===== src/rtl/soul_controller.sv =====
// soul_controller
// Executes the game state machine's 16-bit player instruction word
// {op[15:12], arg[11:8], val[7:0]} on the player soul. It keeps the soul
// position inside the dodge box, the player HP and the IDLE/ACTIVE/DEAD state.
// One-shot opcodes fire on the cycle the instruction word changes. MOV is
// level-sensitive: it steps on the change cycle, then every STEP_DIV cycles.
// Optional feature macro: SOUL_INVULN_EN adds an invulnerability window of
// INVULN_CYCLES clocks after any damage that actually lowers HP.
module soul_controller #(
  parameter int X_MIN    = 240,
  parameter int X_MAX    = 400,
  parameter int Y_MIN    = 240,
  parameter int Y_MAX    = 400,
  parameter int STEP     = 2,
  parameter int STEP_DIV = 1000000,
  parameter int MAX_HP   = 20
`ifdef SOUL_INVULN_EN
  ,
  parameter int INVULN_CYCLES = 50000000
`endif
) (
  input  logic        clk,
  input  logic        rst_n,
  input  logic [15:0] player_instruction,
  output logic [9:0]  soul_x,
  output logic [9:0]  soul_y,
  output logic [7:0]  player_hp,
  output logic        is_death,
  output logic        is_active
);

  localparam logic [9:0] X_CTR = 10'((X_MIN + X_MAX) / 2);
  localparam logic [9:0] Y_CTR = 10'((Y_MIN + Y_MAX) / 2);
  localparam int         CNT_W = (STEP_DIV > 1) ? $clog2(STEP_DIV) : 1;
  localparam logic [CNT_W-1:0] CNT_LAST = CNT_W'(STEP_DIV - 1);

  localparam logic [3:0] OP_HPY = 4'd1;
  localparam logic [3:0] OP_DPY = 4'd2;
  localparam logic [3:0] OP_IDG = 4'd3;
  localparam logic [3:0] OP_SDG = 4'd4;
  localparam logic [3:0] OP_MOV = 4'd5;
  localparam logic [3:0] OP_SHP = 4'd6;

  localparam logic [3:0] DIR_UP    = 4'd0;
  localparam logic [3:0] DIR_RIGHT = 4'd1;
  localparam logic [3:0] DIR_DOWN  = 4'd2;
  localparam logic [3:0] DIR_LEFT  = 4'd3;

  typedef enum logic [1:0] {
    S_IDLE   = 2'd0,
    S_ACTIVE = 2'd1,
    S_DEAD   = 2'd2
  } state_t;

  state_t           r_state;
  logic [15:0]      r_prev_instr;
  logic [9:0]       r_x;
  logic [9:0]       r_y;
  logic [7:0]       r_hp;
  logic [CNT_W-1:0] r_step_cnt;

  state_t           w_next_state;
  logic [9:0]       w_next_x;
  logic [9:0]       w_next_y;
  logic [7:0]       w_next_hp;
  logic [CNT_W-1:0] w_next_cnt;

  logic [3:0]       w_op;
  logic [3:0]       w_arg;
  logic [7:0]       w_val;
  logic             w_changed;
  logic             w_is_mov;
  logic             w_step_now;
  logic             w_dpy_ok;

  logic [9:0]       w_up_y;
  logic [9:0]       w_down_y;
  logic [9:0]       w_left_x;
  logic [9:0]       w_right_x;
  logic [8:0]       w_hp_sum;
  logic [7:0]       w_heal_hp;
  logic [7:0]       w_dmg_hp;
  logic [7:0]       w_set_hp;

`ifdef SOUL_INVULN_EN
  localparam int INV_W = $clog2(INVULN_CYCLES + 1);
  logic [INV_W-1:0] r_inv_cnt;
  logic [INV_W-1:0] w_next_inv;
`endif

  assign w_op      = player_instruction[15:12];
  assign w_arg     = player_instruction[11:8];
  assign w_val     = player_instruction[7:0];
  assign w_changed = (player_instruction != r_prev_instr);

  // A MOV with an undefined direction behaves like any other NOP word
  assign w_is_mov   = (w_op == OP_MOV) && (w_arg <= DIR_LEFT);
  assign w_step_now = w_is_mov && (w_changed || (r_step_cnt == CNT_LAST));

  assign soul_x    = r_x;
  assign soul_y    = r_y;
  assign player_hp = r_hp;
  assign is_death  = (r_state == S_DEAD);
  assign is_active = (r_state == S_ACTIVE);

`ifdef SOUL_INVULN_EN
  assign w_dpy_ok = (r_inv_cnt == '0);
`else
  assign w_dpy_ok = 1'b1;
`endif

  // Candidate positions one step in each direction, clamped to the box in 11 bits
  always_comb begin
    w_up_y    = ({1'b0, r_y} < 11'(Y_MIN + STEP)) ? 10'(Y_MIN) : (r_y - 10'(STEP));
    w_down_y  = (({1'b0, r_y} + 11'(STEP)) > 11'(Y_MAX)) ? 10'(Y_MAX) : (r_y + 10'(STEP));
    w_left_x  = ({1'b0, r_x} < 11'(X_MIN + STEP)) ? 10'(X_MIN) : (r_x - 10'(STEP));
    w_right_x = (({1'b0, r_x} + 11'(STEP)) > 11'(X_MAX)) ? 10'(X_MAX) : (r_x + 10'(STEP));
  end

  // Candidate HP values for heal, damage and set, saturating at 0 and MAX_HP
  always_comb begin
    w_hp_sum  = {1'b0, r_hp} + {1'b0, w_val};
    w_heal_hp = (w_hp_sum > 9'(MAX_HP)) ? 8'(MAX_HP) : w_hp_sum[7:0];
    w_dmg_hp  = (w_val >= r_hp) ? 8'd0 : (r_hp - w_val);
    w_set_hp  = ({1'b0, w_val} > 9'(MAX_HP)) ? 8'(MAX_HP) : w_val;
  end

  // Next-state and datapath decode; every target holds its value unless an opcode acts
  always_comb begin
    w_next_state = r_state;
    w_next_x     = r_x;
    w_next_y     = r_y;
    w_next_hp    = r_hp;
    w_next_cnt   = (!w_is_mov || w_changed || w_step_now) ? '0 : (r_step_cnt + 1'b1);
`ifdef SOUL_INVULN_EN
    w_next_inv   = (r_inv_cnt != '0) ? (r_inv_cnt - 1'b1) : '0;
`endif

    if (w_changed && (w_op == OP_IDG)) begin
      w_next_state = S_IDLE;
      w_next_x     = X_CTR;
      w_next_y     = Y_CTR;
      w_next_cnt   = '0;
`ifdef SOUL_INVULN_EN
      w_next_inv   = '0;
`endif
    end else begin
      case (r_state)
        S_IDLE: begin
          if (w_changed) begin
            case (w_op)
              OP_SDG: w_next_state = S_ACTIVE;
              OP_HPY: w_next_hp = w_heal_hp;
              OP_SHP: begin
                w_next_hp = w_set_hp;
`ifdef SOUL_INVULN_EN
                w_next_inv = '0;
`endif
              end
              default: ;
            endcase
          end
        end

        S_ACTIVE: begin
          if (w_changed) begin
            case (w_op)
              OP_HPY: w_next_hp = w_heal_hp;
              OP_SHP: begin
                w_next_hp = w_set_hp;
                if (w_set_hp == 8'd0) w_next_state = S_DEAD;
`ifdef SOUL_INVULN_EN
                w_next_inv = '0;
`endif
              end
              OP_DPY: begin
                if (w_dpy_ok) begin
                  w_next_hp = w_dmg_hp;
                  if (w_dmg_hp == 8'd0) w_next_state = S_DEAD;
`ifdef SOUL_INVULN_EN
                  if (w_dmg_hp != r_hp) w_next_inv = INV_W'(INVULN_CYCLES);
`endif
                end
              end
              default: ;
            endcase
          end
          if (w_step_now) begin
            case (w_arg)
              DIR_UP:    w_next_y = w_up_y;
              DIR_RIGHT: w_next_x = w_right_x;
              DIR_DOWN:  w_next_y = w_down_y;
              DIR_LEFT:  w_next_x = w_left_x;
              default: ;
            endcase
          end
        end

        S_DEAD: begin
          if (w_changed && (w_op == OP_SHP)) begin
            w_next_hp = w_set_hp;
            if (w_val != 8'd0) w_next_state = S_IDLE;
`ifdef SOUL_INVULN_EN
            w_next_inv = '0;
`endif
          end
        end

        default: w_next_state = S_IDLE;
      endcase
    end
  end

  // State register and all soul/HP registers, cleared at once by reset
  always_ff @(posedge clk or negedge rst_n) begin
    if (!rst_n) begin
      r_state      <= S_IDLE;
      r_prev_instr <= 16'd0;
      r_x          <= X_CTR;
      r_y          <= Y_CTR;
      r_hp         <= 8'(MAX_HP);
      r_step_cnt   <= '0;
    end else begin
      r_state      <= w_next_state;
      r_prev_instr <= player_instruction;
      r_x          <= w_next_x;
      r_y          <= w_next_y;
      r_hp         <= w_next_hp;
      r_step_cnt   <= w_next_cnt;
    end
  end

`ifdef SOUL_INVULN_EN
  // Invulnerability countdown, loaded by damage and cleared by reset
  always_ff @(posedge clk or negedge rst_n) begin
    if (!rst_n) begin
      r_inv_cnt <= '0;
    end else begin
      r_inv_cnt <= w_next_inv;
    end
  end
`endif

endmodule


===== config.mk =====
export PLATFORM = sky130hd
export DESIGN_NAME = soul_controller
export DESIGN_NICKNAME = d
export VERILOG_FILES = /design/src/rtl/soul_controller.sv
export SDC_FILE = /design/constraint.sdc
export NUM_CORES = 1
export LEC_CHECK = 0
export BUFFER_PORTS_ARGS = -buffer_cell sky130_fd_sc_hd__buf_4
export CORE_UTILIZATION = 34
export DETAILED_ROUTE_END_ITERATION = 10
export PLACE_DENSITY_LB_ADDON = 0.15
export SLEW_MARGIN = 20
export SYNTH_ARGS = -nofsm -noshare
export SYNTH_HDL_FRONTEND = slang
export SYNTH_SLANG_ARGS = --single-unit

===== constraint.sdc =====
create_clock -name clk -period 4 [get_ports clk]
set_input_delay 0.8 -clock clk [delete_from_list [all_inputs] [get_ports clk]]
set_output_delay 0.8 -clock clk [all_outputs]
set_load 0.02 [all_outputs]

Yosys cells after proc, flatten, opt, wreduce, memory -nomap -nowiden
Cells that the tools add are included.

cells by class
  add/sub/neg operators = 9
  bitwise operators = 1
  reduce and logical (&&, ||, !) cells = 22
  magnitude comparators = 8
  eq/ne operators = 26
  muxes and demuxes = 33

operators with widths
  cell                                                                              number
  10-bit 2-to-1 mux                                                                 10
  8-bit 2-to-1 mux                                                                  6
  8-bit case mux with 3 select lines                                                2
  20-bit 2-to-1 mux                                                                 2
  10-bit case mux with 2 select lines                                               2
  10-bit by 2-bit adder with 11-bit output, second input constant                   2
  11-bit by 9-bit greater-than comparator with 1-bit output, second input constant  2
  10-bit by 2-bit adder with 10-bit output, second input constant                   2
  20-bit by 1-bit adder with 20-bit output, second input constant                   1
  20-bit == test, second input constant                                             1
  10-bit by 8-bit < comparator with 1-bit output, second input constant             2
  10-bit by 2-bit subtractor with 10-bit output, second input constant              2
  4-bit by 2-bit == test with 1-bit output, second input constant                   4
  8-bit logical NOT                                                                 2
  2-bit 2-to-1 mux                                                                  8
  16-bit != test                                                                    1
  8-bit case mux with 2 select lines                                                1
  4-bit by 3-bit == test with 1-bit output, second input constant                   3
  8-bit by 8-bit adder with 9-bit output                                            1
  9-bit by 5-bit greater-than comparator with 1-bit output, second input constant   1
  3-bit by 1-bit != test with 1-bit output, second input constant                   3
  3-bit nonzero test                                                                3
  4-bit by 1-bit == test with 1-bit output, second input constant                   2
  8-bit >= comparator                                                               1
  other kinds (24)                                                                  35

storage, ports and cells
  word-level logic and storage cells = 105
  output and inout port bits = 30
  bits in registers = 66
  bits of input ports = 18

Longest topological paths before layout
Gate-level depths: netlist of the first run.

  depth after elaboration = 8
  gate-level depth with buffers = 11
  depth with buffers taken out = 11

Worst setup path before layout of the first run
OpenSTA, ideal clock, no wires.

  kind = input-to-reg
  start point = input player_instruction[0]
  end point = register r_state[0]
  path buffers = 0
  data arrival time = 2,756 ps
  data required time = 3,874 ps
  library setup time = 126 ps
  path slack = 1,118 ps
  stages = 10
  path through = ha_1 inv_1 fa_1 a21o_1 a21oi_1 xnor2_1 o2111a_1 nand3_1 a211o_1 a221o_1

between the ends
  longest elaborated chain between the ends = 5
  elaborated cells between the ends (all ways) = 21
  classes of those cells = add/sub (1); order compare (2); eq/ne (9); mux (3); reduce/logical (6)

ends and longest elaborated chain
  what                                            RTL line  source
  start, declared                                 24        input logic [15:0] player_instruction,
  8-bit subtractor, or another cell as far along  124       w_dmg_hp = (w_val >= r_hp) ? 8'd0 : (r_hp - w_val);
  8-bit 2-to-1 mux (on tied branches)             124, 125
  8-bit logical NOT (on tied branches)            179, 171
  4-bit != test (no source line)                  -
  8-bit AND reduction (no source line)            -
  end signal, assigned                            224       r_state <= w_next_state;
  end, declared                                   55        state_t r_state;

Several ways; a longest one is shown, not always the timed one.
A chain may end at the register's enable or synchronous reset.

Final worst setup path of the first run
Ends and elaborated chain as after synthesis.

==> key figures, run 1 <==
GRT
  • Number of global-route vias before repair: 4394
  • Total global routing overflow: 0
  • Initial antenna violation count: 0
  • GRT Overall Usage: 0.1861
  • Pin count of the biggest net entering global routing: 65
  • Wire length of the first global-routing pass: 22280 µm

Detailed routing
  • DRC errors left: 0
  • 1st-iter DRT viols: 496
  • Wire length reported by the detailed router: 13560 µm
  • Detail Route Antenna Nets: 0
  • Length of the first detailed-routing pass in iterations: 7
  • Post-DR wirelength/cell: 16.44 µm
  • Vias per std cell: 5.616
  • Routed vias: 4633

Clock network
  • Num CTS Buffers: 9
  • Clock network latency to the later pin of the worst-skew pair: 0.34 ns
  • PostCTS Resize Cnt: 0
  • H-tree level count: 3
  • CTS root buffer: clkbuf_16
  • CTS tree: done
  • Number of hold-repair buffers added at the cts stage: 0
  • Post-CTS setup-driven buffer insertion count: 0
  • CTS sink cnt: 64
  • Worst-path clk slew: 0.06 ns
  • Clock Path Buffers: 2

Synthesis
  • Instance count of the mapped netlist: 605
  • Biggest area contributors in the synthesized netlist: dfrtp_1, ha_1, xor2_1, nor2_1, nand2_1
  • Predominant post-synthesis flop cell: dfrtp_1
  • Avg Cell Area, Syn: 8.382 µm²
  • Portion of the post-synthesis area used by sequential elements: 0.3173
  • Synthesis Warnings: 0
  • Synthesis-stage register bit count: 64
  • Total standard cell area after synthesis: 0.005071 mm²
  • Share of the synthesized area in the top cell type: 0.2862
  • Count of flip-flops with a built-in enable after synthesis: 0
  • Count of unique library cells instantiated by Yosys: 76
  • Area leader, netlist: dfrtp_1
  • Async set or reset register ratio after synthesis: 1.000

Timing
  • Setup repair after global routing missed its margin: no
  • Number of hold violations in the final report: 0
  • Final worst clock skew: 0.004472 ns
  • Maximum clock rate: 342.8 MHz
  • Tightest slew margin relative to the limit: 0.4321
  • Shortest clock period the worst path allows after layout: 2.917 ns
  • Count of endpoints failing setup in the final report: 0
  • Setup Total Neg Slack: 0 ns
  • Pins Over Slew Limit: 0
  • Final worst setup slack: 1.083 ns
  • Least-Margin Pin Slew: 0.8519 ns
  • Period utilization: 0.7292

Pwr
  • Total power of the final layout: 2.628 mW
  • LEAKAGE: 2.468 nW
  • Maximum resistive drop on vdd: 0.2149 mV
  • Power per unit of standard cell area: 449.6 mW/mm²

Floorplan
  • Die Outline Area: 0.01541 mm²
  • Starting density of the core: 0.3489
  • Number of core rows: 44
  • Core Region: 0.01453 mm²
  • Chip height: 124.1 µm
  • Width of the die: 124.1 µm
  • Number of I/O pins: 48

Final layout
  • Layout overhead on the synthesized area: 15.25%
  • Fillers: 1489
  • Proportion of layout cells with a drive suffix above 1: 0.1513
  • Nets@finish: 682
  • Diodes inserted: 0

Placed design
  • Final RePlAce weighted congestion: 0.8915
  • Count of port buffers added during placement: 45
  • Post-placement worst setup slack: 0.7620 ns
  • HPWL reported at the end of detailed placement: 9843 µm

Critical path
  • Worst reg2reg setup slack: 1.21 ns
  • Endpoint of the worst setup timing path: r_state[0]$_DFFE_PN0P_
  • Req. time, crit path: 4.22 ns
  • Reg2reg end: r_state[0]$_DFFE_PN0P_
  • FF-to-FF path depth: 11
  • Crit Path Category: in -> reg
  • Arrival @ worst endpoint: 3.13 ns
  • Crit. Startpoint: player_instruction[0]
  • Kind of start point of the critical path: input port
  • Element type at the critical path end: flip-flop
  • CP max FO: 8
  • Startpoint of the worst-slack reg-to-reg timing path: player_hp[0]$_DFFE_PN0P_

Outcome
  • Status: complete, no violations

Min path
  • Hold Crit Class: reg -> reg
  • Worst hold path depth: 1

Job
  • Max-cap violations: 0
## sequential cells by signal, summed over array words and instances (netlist names)
| signal | flops |
|---|---|
| r_prev_instr | 16 |
| r_state | 2 |
| soul_x | 9 |
| player_hp | 8 |
| soul_y | 9 |
| r_step_cnt | 20 |
## power by group
group / leakage, nW / internal [mW] / switching (mW) / total, mW
clock: 0.157 / 0.552 / 0.320 / 0.872
combinational: 1.48 / 0.383 / 0.582 / 0.965
sequential: 0.828 / 0.706 / 0.0845 / 0.791
total: 2.47 / 1.64 / 0.987 / 2.63
## layout by cell type (no fill, tap or decap), types with 5 or more instances in the layout
master and instances:
nand4_1 13, a211oi_1 5, and3_1 12, inv_1 34, a21oi_1 25, nor2b_1 10, nand2b_1 14, dfrtp_1 58
o31ai_1 9, nor2_1 55, o21ai_0 31, clkbuf_16 9, nand3_1 24, or4_1 6, a221oi_1 5, nor4_1 6
nand2_1 53, o21a_1 6, buf_4 48, a31oi_1 12, xor2_1 29, a21o_1 7, xnor2_1 19, dfstp_2 6
nor3_1 22, ha_1 26, or2_2 7
## stage by stage
step	util	instances	area, µm²	hold slack [ns]
6_report	0.4021	825	5844	0.4769
5_1_grt	0.4021	825	5844	0.5037
4_1_cts	0.4021	825	5844	0.4918
3_5_place_dp	0.3796	809	5517	0.4836
3_3_place_gp	0.3796	809	5517	0.4761
2_1_floorplan	-	606	5075	0.4470
## routing by layer
metal | global-route usage | vias to the layer above | part of all wire
met2 | 0.2918 | 136 | 0.45
li1 | - | 2243 | -
met5 | 0 | - | 0
met1 | 0.2547 | 2235 | 0.48
met4 | 0.06101 | 0 | 0.017
met3 | 0.03709 | 19 | 0.048
## logic make-up after synthesis
family,count (synthesis),synth area share
xor+xnor,48,0.08290
other cells,1,0.0007395
simple gates,245,0.2527
mux,4,0.008635
buf+inv,63,0.05453
flops,64,0.3173
fa+ha+maj,28,0.07205
compound gates,152,0.2112
## area by class of cell
cell class	instances	area [µm²]	share of cell area
clock buffer	9	225.2	0.03854
clock inverter	7	102.6	0.01756
inverter	34	127.6	0.02184
multi-input combinational	479	3189	0.5457
sequential	64	1609	0.2753
tap	184	230.2	0.03939
timing repair buffer	48	360.3	0.06166
## synthesized netlist by cell type (10+ instances only)
cell and n:
o21ai_0 31, ha_1 26, nand2_1 53, nor2b_1 10, nand2b_1 14, nor3_1 22
nor2_1 55, clkbuf_1 16, xnor2_1 19, nand3_1 24, inv_1 34, nand4_1 13
dfrtp_1 58, and3_1 12, xor2_1 29, a31oi_1 12, a21oi_1 25
## worst min-delay path by stage
stage / from / endpoint / slack [ns]
2_1_floorplan: r_step_cnt[0]$_DFF_PN0_ / r_step_cnt[0]$_DFF_PN0_ / 0.45
3_3_place_gp: r_step_cnt[0]$_DFF_PN0_ / r_step_cnt[0]$_DFF_PN0_ / 0.48
3_5_place_dp: r_step_cnt[0]$_DFF_PN0_ / r_step_cnt[0]$_DFF_PN0_ / 0.48
4_1_cts: r_step_cnt[0]$_DFF_PN0_ / r_step_cnt[0]$_DFF_PN0_ / 0.49
5_1_grt: r_step_cnt[0]$_DFF_PN0_ / r_step_cnt[0]$_DFF_PN0_ / 0.50
6_report: r_step_cnt[0]$_DFF_PN0_ / r_step_cnt[0]$_DFF_PN0_ / 0.48
## critical path, cell delays in order
cell and delay [ns]:
buf_4 0.13, ha_1 0.18, inv_1 0.05, fa_1 0.41
a21o_1 0.20, a21oi_1 0.27, xnor2_1 0.16, o2111a_1 0.20
nand3_1 0.09, a211o_1 0.33, a221o_1 0.30
(Power assumes the default switching activity.)
==> run 2: changes to the inputs <==
==> constraint.sdc (replaced) <==
create_clock -name clk -period 2.85 [get_ports clk]
set_input_delay 0.57 -clock clk [delete_from_list [all_inputs] [get_ports clk]]
set_output_delay 0.57 -clock clk [all_outputs]
set_load 0.02 [all_outputs]
==> run 2 against run 1 <==
Count of clock-buffer cells in the layout is 1 higher. Routed wire length is 1.9% higher. Via count is 3.0% higher. Power is 40% higher. Highest routed layer unchanged. Die area stayed put. Clock skew is 0.0016 ns higher. Flip-flop and latch count stayed put. Critical path depth stayed put. Non-clock buffer count is 37 higher. Largest cell class unchanged. Global-route usage is 0.82 points higher. Cell area is 4.4% higher. Sequential power is 38% higher. Critical path type is now reg -> reg.
==> key figures, run 2 (synthesis results as in run 1) <==
Min path
  • Hold Crit Class: in -> async

Final layout
  • Fillers: 1474
  • Proportion of layout cells with a drive suffix above 1: 0.2006
  • Most common cell after layout, fill and taps aside: buf_4
  • Largest register by flop count: r_step_cnt
  • Number of flip-flops under the largest register name: 20
  • Total non-filler cell area in the finished layout: 0.006100 mm²
  • Registers with the most flip-flops: r_step_cnt (20), r_prev_instr (16)
  • FF+latch area: 0.001609 mm²
  • Most frequent cells in the layout: buf_4, dfrtp_1, nor2_1
  • Core Util, Final: 0.4197
  • Diodes inserted: 0
  • Layout overhead on the synthesized area: 20.28%
  • Number of standard cells in the layout, taps in and fillers out: 862
  • Multi-input gate area in the final layout: 0.003198 mm²
  • Nets@finish: 719

Outcome
  • Status: complete, no violations

Detailed routing
  • Length of the first detailed-routing pass in iterations: 5
  • Post-DR wirelength/cell: 16.04 µm
  • DRC errors left: 0
  • Vias per std cell: 5.538
  • Routed vias: 4774
  • Wire length reported by the detailed router: 13820 µm
  • 1st-iter DRT viols: 405
  • Detail Route Antenna Nets: 0

Timing
  • Number of hold violations in the final report: 0
  • Count of endpoints failing setup in the final report: 0
  • Least-Margin Pin Slew: 0.8395 ns
  • Maximum clock rate: 368.9 MHz
  • Pins Over Slew Limit: 0
  • Tightest slew margin relative to the limit: 0.4403
  • Shortest clock period the worst path allows after layout: 2.711 ns
  • Tightest hold margin: 0.3071 ns
  • Period utilization: 0.9511
  • Final worst clock skew: 0.006086 ns

Clock network
  • Num CTS Buffers: 9
  • CTS root buffer: clkbuf_16
  • Worst-path clk slew: 0.06 ns
  • Clock network latency to the later pin of the worst-skew pair: 0.33 ns
  • CTS sink cnt: 64
  • CTS tree: done
  • H-tree level count: 3
  • Clock Path Buffers: 2

Placed design
  • Count of port buffers added during placement: 45
  • Total placed instance area: 0.005807 mm²
  • HPWL reported at the end of detailed placement: 10230 µm
  • Placed cell count: 846
  • Final RePlAce weighted congestion: 0.8483

Floorplan
  • Die Outline Area: 0.01541 mm²
  • Width of the die: 124.1 µm
  • Number of core rows: 44
  • Number of I/O pins: 48
  • Core Region: 0.01453 mm²
  • Chip height: 124.1 µm
  • Starting density of the core: 0.3489

Critical path
  • CP max FO: 3
  • Endpoint of the worst setup timing path: r_state[0]$_DFFE_PN0P_
  • Req. time, crit path: 3.07 ns
  • Crit Path Category: reg -> reg
  • Worst reg2reg setup slack: 0.14 ns
  • Crit. Startpoint: player_hp[0]$_DFFE_PN0P_
  • FF-to-FF path depth: 11
  • Kind of start point of the critical path: flip-flop
  • Arrival @ worst endpoint: 2.93 ns
  • Element type at the critical path end: flip-flop
  • Startpoint of the worst-slack reg-to-reg timing path: player_hp[0]$_DFFE_PN0P_
  • Reg2reg end: r_state[0]$_DFFE_PN0P_

GRT
  • GRT Overall Usage: 0.1943
  • Total global routing overflow: 0
  • Initial antenna violation count: 0
  • Wire length of the first global-routing pass: 23320 µm
  • Number of global-route vias before repair: 4699
  • Pin count of the biggest net entering global routing: 65

Pwr
  • LEAKAGE: 2.632 nW
  • Total power of the final layout: 3.678 mW
  • Int Power: 2.277 mW
  • Sequential fraction of design power: 0.295
  • Maximum resistive drop on vdd: 0.2753 mV
  • Proportion of power drawn by combinational gates: 0.423
  • Net Switching: 1.401 mW
  • Switching power share of the total: 0.3809
  • Power per unit of standard cell area: 603.0 mW/mm²
  • Clock power frac: 0.282

Job
  • Max-cap violations: 0
-- run 2: cell types whose count changed in the layout (fill, tap and decap cells not counted), sizes merged --
cell	change
inv	-2
clkinv	+1
clkbuf	+1
buf	+37
bufinv	-2
clkinvlp	+2
-- run 2: critical path: stages (launching register included) --
cell	delay, ns
dfrtp_1	0.38
inv_1	0.07
ha_1	0.17
inv_1	0.06
fa_1	0.42
a211oi_2	0.26
or2_2	0.16
o311a_1	0.17
o2111a_1	0.17
nand3_1	0.09
a211o_1	0.34
a221o_1	0.30
-- run 2: area by class of cell --
cell class / instances / share of cell area
Sequential cell: 64 / 0.2638
Multi-Input combinational cell: 479 / 0.5243
Timing Repair Buffer: 85 / 0.1067
Tap cell: 184 / 0.03774
Clock buffer: 10 / 0.03918
Clock inverter: 6 / 0.007385
Inverter: 34 / 0.02092
-- run 2: routing by layer --
metal  global-route usage  vias to the layer above  wire length (µm)  part of all wire
li1                     -                     2328                 -                 -
met1               0.2602                     2302              6533              0.47
met2               0.3149                      120              6440              0.47
met3              0.03251                       24               569             0.041
met4              0.06696                        0               281             0.020
met5                    0                        -                 0                 0
-- run 2: what timing repair did --
| action | in CTS | in global routing |
|---|---|---|
| hold buffers | 0 | 0 |
| setup endpoints to repair | 0 | 1 |
| setup buffers | 0 | 0 |
| gates resized for setup | 0 | 2 |
-- run 2: how the worst min path moves through the flow --
stage / start / endpoint / slack, ns / depth (start not counted)
6_report: rst_n / soul_x[4]$_DFFE_PN0P_ / 0.31 / 1
4_1_cts: player_instruction[11] / r_prev_instr[11]$_DFF_PN0_ / 0.36 / 1
3_5_place_dp: r_step_cnt[0]$_DFF_PN0_ / r_step_cnt[0]$_DFF_PN0_ / 0.50 / 1
5_1_grt: player_instruction[11] / r_prev_instr[11]$_DFF_PN0_ / 0.36 / 1
3_3_place_gp: r_step_cnt[0]$_DFF_PN0_ / r_step_cnt[0]$_DFF_PN0_ / 0.48 / 1
2_1_floorplan: rst_n / player_hp[0]$_DFFE_PN0P_ / 0.27 / 0
-- run 2: power by group through the flow --
stage | logic, mW | clock network (mW) | registers, mW
finish | 1.56 | 1.04 | 1.09
global route | 1.70 | 1.11 | 1.10
floorplan | 0.956 | 0 | 1.12
global placement | 1.52 | 0 | 1.10
CTS | 1.54 | 1.07 | 1.09
detailed placement | 1.53 | 0 | 1.10
-- run 2: through the flow --
stage	worst slack, ns	setup TNS, ns
2_1_floorplan	0.1977	0
3_3_place_gp	-0.06603	-0.06697
3_5_place_dp	-0.1403	-0.2246
4_1_cts	0.06244	0
5_1_grt	-0.01275	-0.01275
6_report	0.1394	0
